==> src/rtl/iis_pair_cmp.sv <==
// Masked compare of a left/right word pair against pattern A and its
// complement B; a frame is in a phase only if both sides agree.
module iis_pair_cmp #(
  parameter int DW = 32
) (
  input  logic [DW-1:0] l,
  input  logic [DW-1:0] r,
  input  logic [DW-1:0] pat_l,
  input  logic [DW-1:0] pat_r,
  input  logic [DW-1:0] mask,
  output logic          match_a,
  output logic          match_b
);

  always_comb begin
    match_a = (((l ^ pat_l) & mask) == '0) && (((r ^ pat_r) & mask) == '0);
    match_b = (((l ^ ~pat_l) & mask) == '0) && (((r ^ ~pat_r) & mask) == '0);
  end

endmodule

==> config.mk <==
export PLATFORM = sky130hd
export DESIGN_NAME = iis_pair_cmp
export DESIGN_NICKNAME = d
export VERILOG_FILES = /design/src/rtl/iis_pair_cmp.sv
export SDC_FILE = /design/constraint.sdc
export NUM_CORES = 1
export LEC_CHECK = 0
export ABC_AREA = 1
export ABC_CLOCK_PERIOD_IN_PS = 2200
export CORE_MARGIN = 2
export CORE_UTILIZATION = 40
export DETAILED_ROUTE_END_ITERATION = 6
export GPL_TIMING_DRIVEN = 0
export PLACE_DENSITY_LB_ADDON = 0.25
export SYNTH_ARGS = -nofsm -noshare
export SYNTH_HDL_FRONTEND = slang
export SYNTH_SLANG_ARGS = --single-unit
==> constraint.sdc <==
create_clock -name vclk -period 2.2
set_clock_uncertainty 0.1 [all_clocks]
set_input_delay 0.44 -clock vclk [all_inputs]
set_output_delay 0.44 -clock vclk [all_outputs]
set_load 0.02 [all_outputs]
---- After elaboration in Yosys (flattened, before gate mapping) ----
Index checks and enable logic that the tools add are counted.
storage, ports and cells
  register bits after elaboration ......... 0
  input port bits ......................... 160
  output and inout bits ................... 2
  logic and storage cells ................. 16
cells by class
  bitwise logic cells ..................... 10
  reductions and logical operators ........ 6
operators with widths
  cell               number
  32-bit AND         4
  32-bit zero test   4
  32-bit XOR         4
  32-bit inverter    2
  1-bit logical AND  2

---- Logic depth before layout (Yosys ltp) ----
Gate-level depths: netlist of run 1.
  word-level depth ........................ 5
  gate-level depth with buffers ........... 10
  mapped depth without buffers ............ 10

---- Least setup slack after synthesis of run 1 ----
OpenSTA, ideal clock, no wires.
  path type ............................... input to output
  from .................................... in r[30]
  to ...................................... out match_b
  arrival ................................. 1.222 ns
  data required time ...................... 1.660 ns
  setup slack ............................. 0.438 ns
  stages .................................. 10
  path buffers ............................ 0
  cell sequence ........................... inv_1 > nand2_1 > nand2_1 > nand2_1 > nand2_1 > nor2_1 > nand2_1 > nor2_1 > nand2_1 > nor2_1
on the way
  longest elaborated chain between the ends .. 4
ends and longest elaborated chain
  element            RTL line  source
  start, declared    7         input logic [DW-1:0] r,
  32-bit XOR         17        match_b = (((l ^ ~pat_l) & mask) == '0) && (((r ^ ~pat_r) & mask) == '0);
  32-bit AND         17
  32-bit zero test   17
  1-bit logical AND  17
  end, declared      12        output logic match_b
No other way between the ends.

---- Final worst setup path of run 1 ----
  from .................................... in pat_l[8]
  to ...................................... out match_a
on the way
  longest elaborated chain between the ends .. 4
ends and longest elaborated chain
  element            RTL line  source
  start, declared    8         input logic [DW-1:0] pat_l,
  32-bit XOR         16        match_a = (((l ^ pat_l) & mask) == '0) && (((r ^ pat_r) & mask) == '0);
  32-bit AND         16
  32-bit zero test   16
  1-bit logical AND  16
  end, declared      11        output logic match_a,
No other way between the ends.

==> results.toml, run 1 <==
[status]
status = "finished, final reports clean"

[synthesis]
synth_area_per_cell_sq_um = 3.96
synth_top_family_by_area = "simple AND/OR/NAND/NOR gates"
synth-adder-area-share_pct = 0
syn_area_sq_mm = 0.00225
syn_nets = 729
synth-xor-area-share_pct = 0.777
synthMuxAreaShare_pct = 0
synth_top_area_share_pct = 55.8
synth.area.top_cells = "nand2_1 56%, inv_1 20%, nand3_1 14%"
yosysUniqueCellTypes = 9
ys_warn_count = 0
syn_inst = 569
synth_top_area_cell = "nand2_1"
synthSimpleGateAreaFrac_pct = 79.2
synth_compound_area_share_pct = 0
ys_seq_area_share_pct = 0

[run]
maxCapViolCount = 0

[sta]
finalHoldViolations = 0
fmax_mhz = 478
finalSetupTns_ps = 0
slew_viol_final = 0
worst_slew_pin_slew_ps = 184
post-route-min-period_ps = 2090
setup_ws_ps = 107
slew_headroom_pct = 87.7
period_share_pct = 95.1
setup_violations = 0

[worst_setup_path]
path_max_fanout = 2
startpoint_type = "primary input"
cp-end-kind = "primary output"
worst-setup-path-type = "primary input to primary output"
crit_arrival_ps = 1550
required_ps = 1660

[power_and_ir_drop]
comb_power_share_pct = 100.0
p_int_mw = 0.296
clock_power_share_pct = 0
p_sw_mw = 0.316
finalPower_mw = 0.612
peakVddDrop_mv = 0.0811
leakagePower_nw = 2.75
power_density_mw_per_mm2 = 159
pwr-share-seq_pct = 0
swShare_pct = 51.6

[finish]
multiInputGateArea_sq_mm = 0.00190
final_layout_size_suffix_gt1_share_pct = 9.69
final_util_pct = 70.5
area_growth_pct = 71.2
regArea_sq_um = 0
numSequentialCells = 0
fill_cells = 589
finalInstanceArea_sq_mm = 0.00386
diodes = 0
final_cell_mix = "309 x nand2_1, 117 x inv_1, 102 x dlygate4sd2_1, 63 x nand3_1, 31 x nor2_1"
nClkBuffers = 0
fin_nets = 895
final_common_cell = "nand2_1"

[min_path]
min_path_type = "primary input to primary output"
hold_depth = 9

[place]
place.gp.congestion = 0.902
place_area_sq_mm = 0.00397
port_buffers = 162
dp.final_hpwl_um = 6900
pre_cts_ws_ps = -648

[die]
core_sq_mm = 0.00547
dieWidth_um = 79.1
num_rows = 27
io_pins = 162
initial_core_util_pct = 41.2
dieArea_sq_mm = 0.00625
die_h_um = 79.1

[routing]
route.antenna.remaining_nets = 0
avgRoutedWirePerCell_um = 9.76
wirelength_um = 7860
vias = 3686
drc = 0
via_per_inst = 4.58
drtIter0Drc = 70
dr.pass1.iters = 4

[global_route]
grt_pass1_wl_um = 12200
gr-total-overflow = 0
grt_max_degree = 5
grtUsageTotal_pct = 22.8
grt_pass1_vias = 3275
antenna_found_initial = 0

[cts]
ctsHoldBuffers = 0
-- synthesized netlist by cell type, drive strengths merged --
cell,instances
or2,3
inv,120
xnor2,1
nand2,335
nor2,42
nand3,67
xor2,1
-- power groups by stage --
stage	sequential, mW	clock (mW)	combinational, mW
after floorplan	0	0	0.298
after global placement	0	0	0.658
after detailed placement	0	0	0.683
after CTS	0	0	0.590
after global routing	0	0	0.696
final	0	0	0.612
-- final cells by class --
type	instances	area share, %
inverters	120	11.7
repair buffers	164	36.8
well taps	72	2.33
multi-input cells	449	49.2
-- metrics by stage --
step | std cells | hold slack, ps
floorplan | 569 | 1080
global placement | 803 | 2160
detailed placement | 803 | 2170
CTS | 803 | 1510
global route | 805 | 1500
finish | 805 | 1410
-- critical path, cell delays in order --
cell           delay [ps]
dlygate4sd2_1         240
inv_1                  50
nand2_1                60
nand3_1                70
nand2_1                70
nor2_2                130
nand2_1                90
nor2_2                120
nand2_1                70
nor2_2                 90
buf_6                 130
-- metal layers --
| metal | up-vias | routed length, um | global-route usage [%] |
|---|---|---|---|
| met2 | 124 | 4010 | 46.0 |
| met4 | 0 | 195 | 4.48 |
| li1 | 2002 | - | - |
| met1 | 1544 | 3040 | 24.9 |
| met5 | - | 0 | 0 |
| met3 | 16 | 615 | 3.07 |
-- path summary, 6_finish.rpt --
check,slack (ps),end,start
max,110,match_a,pat_l[8]
min,1410,match_b,mask[11]
-- what timing repair did --
item	in CTS	in global routing
endpoints found under the setup margin	2	2
pin swaps	64	71
gates resized for setup	163	117
setup buffers	0	2
-- kinds of logic (layout without fill, tap and decap cells) --
logic type / after synthesis / in the layout
AND/OR/NAND/NOR: 447 / 447
XOR/XNOR: 2 / 2
buffers and inverters: 120 / 284
Note: power is estimated with default switching activity, not from simulation.
==> run 2, diff against run 1 <==
- ABC_CLOCK_PERIOD_IN_PS: 2200 -> default
- PLACE_DENSITY: default -> 0.91
- PLACE_DENSITY_LB_ADDON: 0.25 -> default
- REMOVE_ABC_BUFFERS: default -> 1
==> run 2 against run 1 <==
Compared with the run above: combinational power rose by 0.8%; design area rose by 0.78%; worst hold slack got worse by 7.9 ps; core utilization rose by 0.55 points; total power rose by 0.80%; wire length fell by 0.38%; sequential share of layout area did not move; via count fell by 0.16%; first-iteration DRC count rose by 1.4%; critical path type unchanged.
==> results.toml, run 2 (synthesis results as in run 1) <==
[global_route]
grt_pass1_vias = 3245
antenna_found_initial = 0
grt_pass1_wl_um = 12500
grtUsageTotal_pct = 23.6
grt_max_degree = 5
gr-total-overflow = 0

[finish]
multiInputGateArea_sq_mm = 0.00190
numSequentialCells = 0
area_growth_pct = 72.5
fill_cells = 560
fin_nets = 895
regArea_sq_um = 0
final_common_cell = "nand2_1"
final_cell_mix = "316 x nand2_1, 113 x inv_1, 86 x dlygate4sd2_1, 60 x nand3_1, 51 x clkdlybuf4s15_1"
final_layout_size_suffix_gt1_share_pct = 9.55
nClkBuffers = 0
final_cells = 806

[worst_setup_path]
path_buf_inv = 3
required_ps = 1660
crit_top_cell = "nand2_1"
startpoint_type = "primary input"
path_max_fanout = 2
slowest_stage = "clkdlybuf4s15_1"
crit_arrival_ps = 1570
path_cells = "clkdlybuf4s15_1 -> inv_1 -> nand2_2 -> nand2_1 -> nand2_1 -> nand2_1 -> nor2_1 -> nand2_1 -> nor2_2 -> nand2_1 -> nor2_1 -> buf_4"
worst-setup-path-type = "primary input to primary output"
critPathMaxStageDelay_ps = 200
cp_top_family = "simple AND/OR/NAND/NOR gates"
cp-end-kind = "primary output"

[place]
dp.final_hpwl_um = 6980
port_buffers = 162
numPlacedInstances = 803
place.gp.congestion = 0.879

[power_and_ir_drop]
pwr-share-seq_pct = 0
p_int_mw = 0.300
p_sw_mw = 0.317
power_density_mw_per_mm2 = 159
swShare_pct = 51.3
clock_power_share_pct = 0
leakagePower_nw = 2.68
comb_power_share_pct = 100.0
peakVddDrop_mv = 0.0843

[routing]
route.antenna.remaining_nets = 0
dr.pass1.iters = 6
wirelength_um = 7830
via_per_inst = 4.57
drtIter0Drc = 71
drc = 0
avgRoutedWirePerCell_um = 9.71
vias = 3680

[die]
io_pins = 162
core_sq_mm = 0.00547
initial_core_util_pct = 41.2
die_h_um = 79.1
dieArea_sq_mm = 0.00625
dieWidth_um = 79.1
num_rows = 27

[sta]
fmax_mhz = 474
setup_violations = 0
holdWs_ps = 1400
period_share_pct = 96.0
slew_viol_final = 0
post-route-min-period_ps = 2110
slew_headroom_pct = 87.6
worst_slew_pin_slew_ps = 185
finalHoldViolations = 0
finalSetupTns_ps = 0

[min_path]
min_path_type = "primary input to primary output"

[run]
maxCapViolCount = 0

[status]
status = "finished, final reports clean"
run 2: changes by cell type in the layout (fill, tap and decap cells not counted), sizes merged:
cell and change:
clkdlybuf4s15 +27, clkbuf -4, dlygate4sd2 -16, dlymetal6s2s -7, diode +1
run 2: final timing paths:
kind | slack, ps | start | end | cells after the start
max | 90 | pat_r[10] | match_b | 12
min | 1400 | mask[4] | match_b | 9
run 2: area by class of cell:
type               instances  share of cell area, %
inverters                120                   11.6
diodes                     1                 0.0643
multi-input cells        449                   49.0
well taps                 72                   2.32
repair buffers           164                   37.1
run 2: repair_timing:
item,in CTS,in global routing
buffers inserted,1,1
hold buffers,0,0
pin swaps,76,81
setup endpoints to repair,2,2
resized for setup,170,132
run 2: worst min-delay path, delay by kind of cell:
| family | cells | cell delay, ps |
|---|---|---|
| AND/OR/NAND/NOR | 7 | 330 |
| buffers and inverters | 2 | 300 |
run 2: through the flow:
| step | total power [mW] | utilization, % | setup slack, ps | instance area [sq um] |
|---|---|---|---|---|
| after detailed placement | 0.683 | 72.5 | -660 | 3970 |
| after floorplan | 0.298 | - | 438 | 2250 |
| after CTS | 0.587 | 69.2 | 2.07 | 3780 |
| after global routing | 0.704 | 71.0 | -71.5 | 3890 |
| after global placement | 0.663 | 72.5 | -648 | 3970 |
| final | 0.617 | 71.1 | 88.5 | 3890 |
run 2: layer usage:
| layer | GRT usage (%) | share of wire, % |
|---|---|---|
| met5 | 0 | 0 |
| met4 | 5.86 | 2.4 |
| met2 | 46.8 | 51 |
| met3 | 5.00 | 8.0 |
| met1 | 24.9 | 39 |
run 2: power groups by stage:
stage	Sequential, mW	Clock (mW)	Combinational [mW]
after floorplan	0	0	0.298
after global placement	0	0	0.663
after detailed placement	0	0	0.683
after CTS	0	0	0.587
after global routing	0	0	0.704
final	0	0.0000000609	0.617
==> run 3, diff against run 2 <==
- GPL_ROUTABILITY_DRIVEN: default -> 1
- PLACE_DENSITY: 0.91 -> 0.95
==> run 3 against run 2 <==
Compared with the run above: sequential share of layout area did not move; critical path depth decreased by 1; design area shrank 1.4%; global-route usage grew 0.45 points; total power fell by 1.0%; critical endpoint is now match_a; sequential cell count stayed put.
==> results.toml, run 3 (synthesis results as in run 1) <==
[worst_setup_path]
path_cells = "dlygate4sd2_1 -> inv_1 -> nand2_1 -> nand3_1 -> nand2_1 -> nor2_2 -> nand2_1 -> nor2_2 -> nand2_1 -> nor2_2 -> buf_6"
path_max_fanout = 2
critPathMaxStageDelay_ps = 240
worst-setup-path-type = "primary input to primary output"
cp-end-kind = "primary output"
crit_arrival_ps = 1550
cp_top_family = "simple AND/OR/NAND/NOR gates"
path_buf_inv = 3
startpoint_type = "primary input"
crit_top_cell = "nand2_1"
slowest_stage = "dlygate4sd2_1"
required_ps = 1660

[routing]
route.antenna.remaining_nets = 0
avgRoutedWirePerCell_um = 10.2
vias = 3725
via_per_inst = 4.64
wirelength_um = 8230
wl_met2_um = 4210
highest_layer = "met4"
drtIter0Drc = 89
drc = 0
wl_met1_um = 3130
dr.pass1.iters = 4
wl_met3_um = 620

[power_and_ir_drop]
peakVddDrop_mv = 0.0827
power_density_mw_per_mm2 = 159
leakagePower_nw = 2.70
finalPower_mw = 0.611

[finish]
nClkBuffers = 0
fill_cells = 589
finalInstanceArea_sq_mm = 0.00383
final_common_cell = "nand2_1"
area_growth_pct = 70.1
final_cell_mix = "321 x nand2_1, 118 x inv_1, 106 x dlygate4sd2_1, 63 x nand3_1, 31 x clkdlybuf4s15_1"
final_layout_size_suffix_gt1_share_pct = 7.25
fin_nets = 893
regArea_sq_um = 0
diodes = 0
numSequentialCells = 0
final_util_pct = 70.1
multiInputGateArea_sq_mm = 0.00188

[die]
initial_core_util_pct = 41.2
num_rows = 27
die_h_um = 79.1
io_pins = 162
dieArea_sq_mm = 0.00625
dieWidth_um = 79.1
core_sq_mm = 0.00547

[cts]
ctsHoldBuffers = 0
cts_setup_buffers = 0

[sta]
post-route-min-period_ps = 2090
setup_violations = 0
slew_viol_final = 0
slew_headroom_pct = 86.9
finalHoldViolations = 0
fmax_mhz = 478
holdWs_ps = 1420
finalSetupTns_ps = 0
period_share_pct = 95.1
worst_slew_pin_slew_ps = 197

[global_route]
grt_pass1_wl_um = 12700
grt_pass1_vias = 3431
grtUsageTotal_pct = 24.1
gr-total-overflow = 0
antenna_found_initial = 0
grt_max_degree = 5

[min_path]
min_path_type = "primary input to primary output"

[place]
dp.final_hpwl_um = 7230
port_buffers = 162
place.gp.congestion = 0.881
place_area_sq_mm = 0.00397

[run]
maxCapViolCount = 0

[status]
status = "finished, final reports clean"
run 3: worst min-delay path, stage by stage:
cell,delay [ps]
dlymetal6s2s_1,150
nand2_1,70
nand2_1,50
nor2_1,40
nand2_1,50
nor2_1,40
nand2_1,60
nor2_1,30
buf_4,150
run 3: repair_timing:
item                                    CTS  global route
hold endpoints to repair                  0             0
gates resized for setup                 168            97
endpoints found under the setup margin    2             2
pin swaps                                57            39
run 3: power by group:
part           switching (mW)  leakage, nW  internal, mW  total [mW]
Combinational           0.318         2.70         0.293       0.611
Sequential                  0            0             0           0
Clock                       0            0             0           0
Total                   0.318         2.70         0.293       0.611
run 3: final cells by class:
cell class / instances / area share [%]
multi-input cells: 449 / 48.9
repair buffers: 162 / 37.0
inverters: 120 / 11.7
well taps: 72 / 2.35
run 3: through the flow:
stage               setup slack, ps  cells
global placement               -627    803
detailed placement             -673    803
CTS                            1.29    803
finish                          107    803
global route                  -30.8    803
floorplan                       438    569
run 3: path summary, 6_finish.rpt:
kind / start / end / slack, ps / cells after the start
worst min-delay path: mask[20] / match_b / 1420 / 9
worst max-delay path: pat_l[5] / match_a / 110 / 11
run 3: metal layers:
layer  vias to the layer above  GRT usage, %
li1                       2000             -
met1                      1563          23.0
met2                       139          50.3
met3                        23          4.77
met4                         0          7.24
met5                         -             0
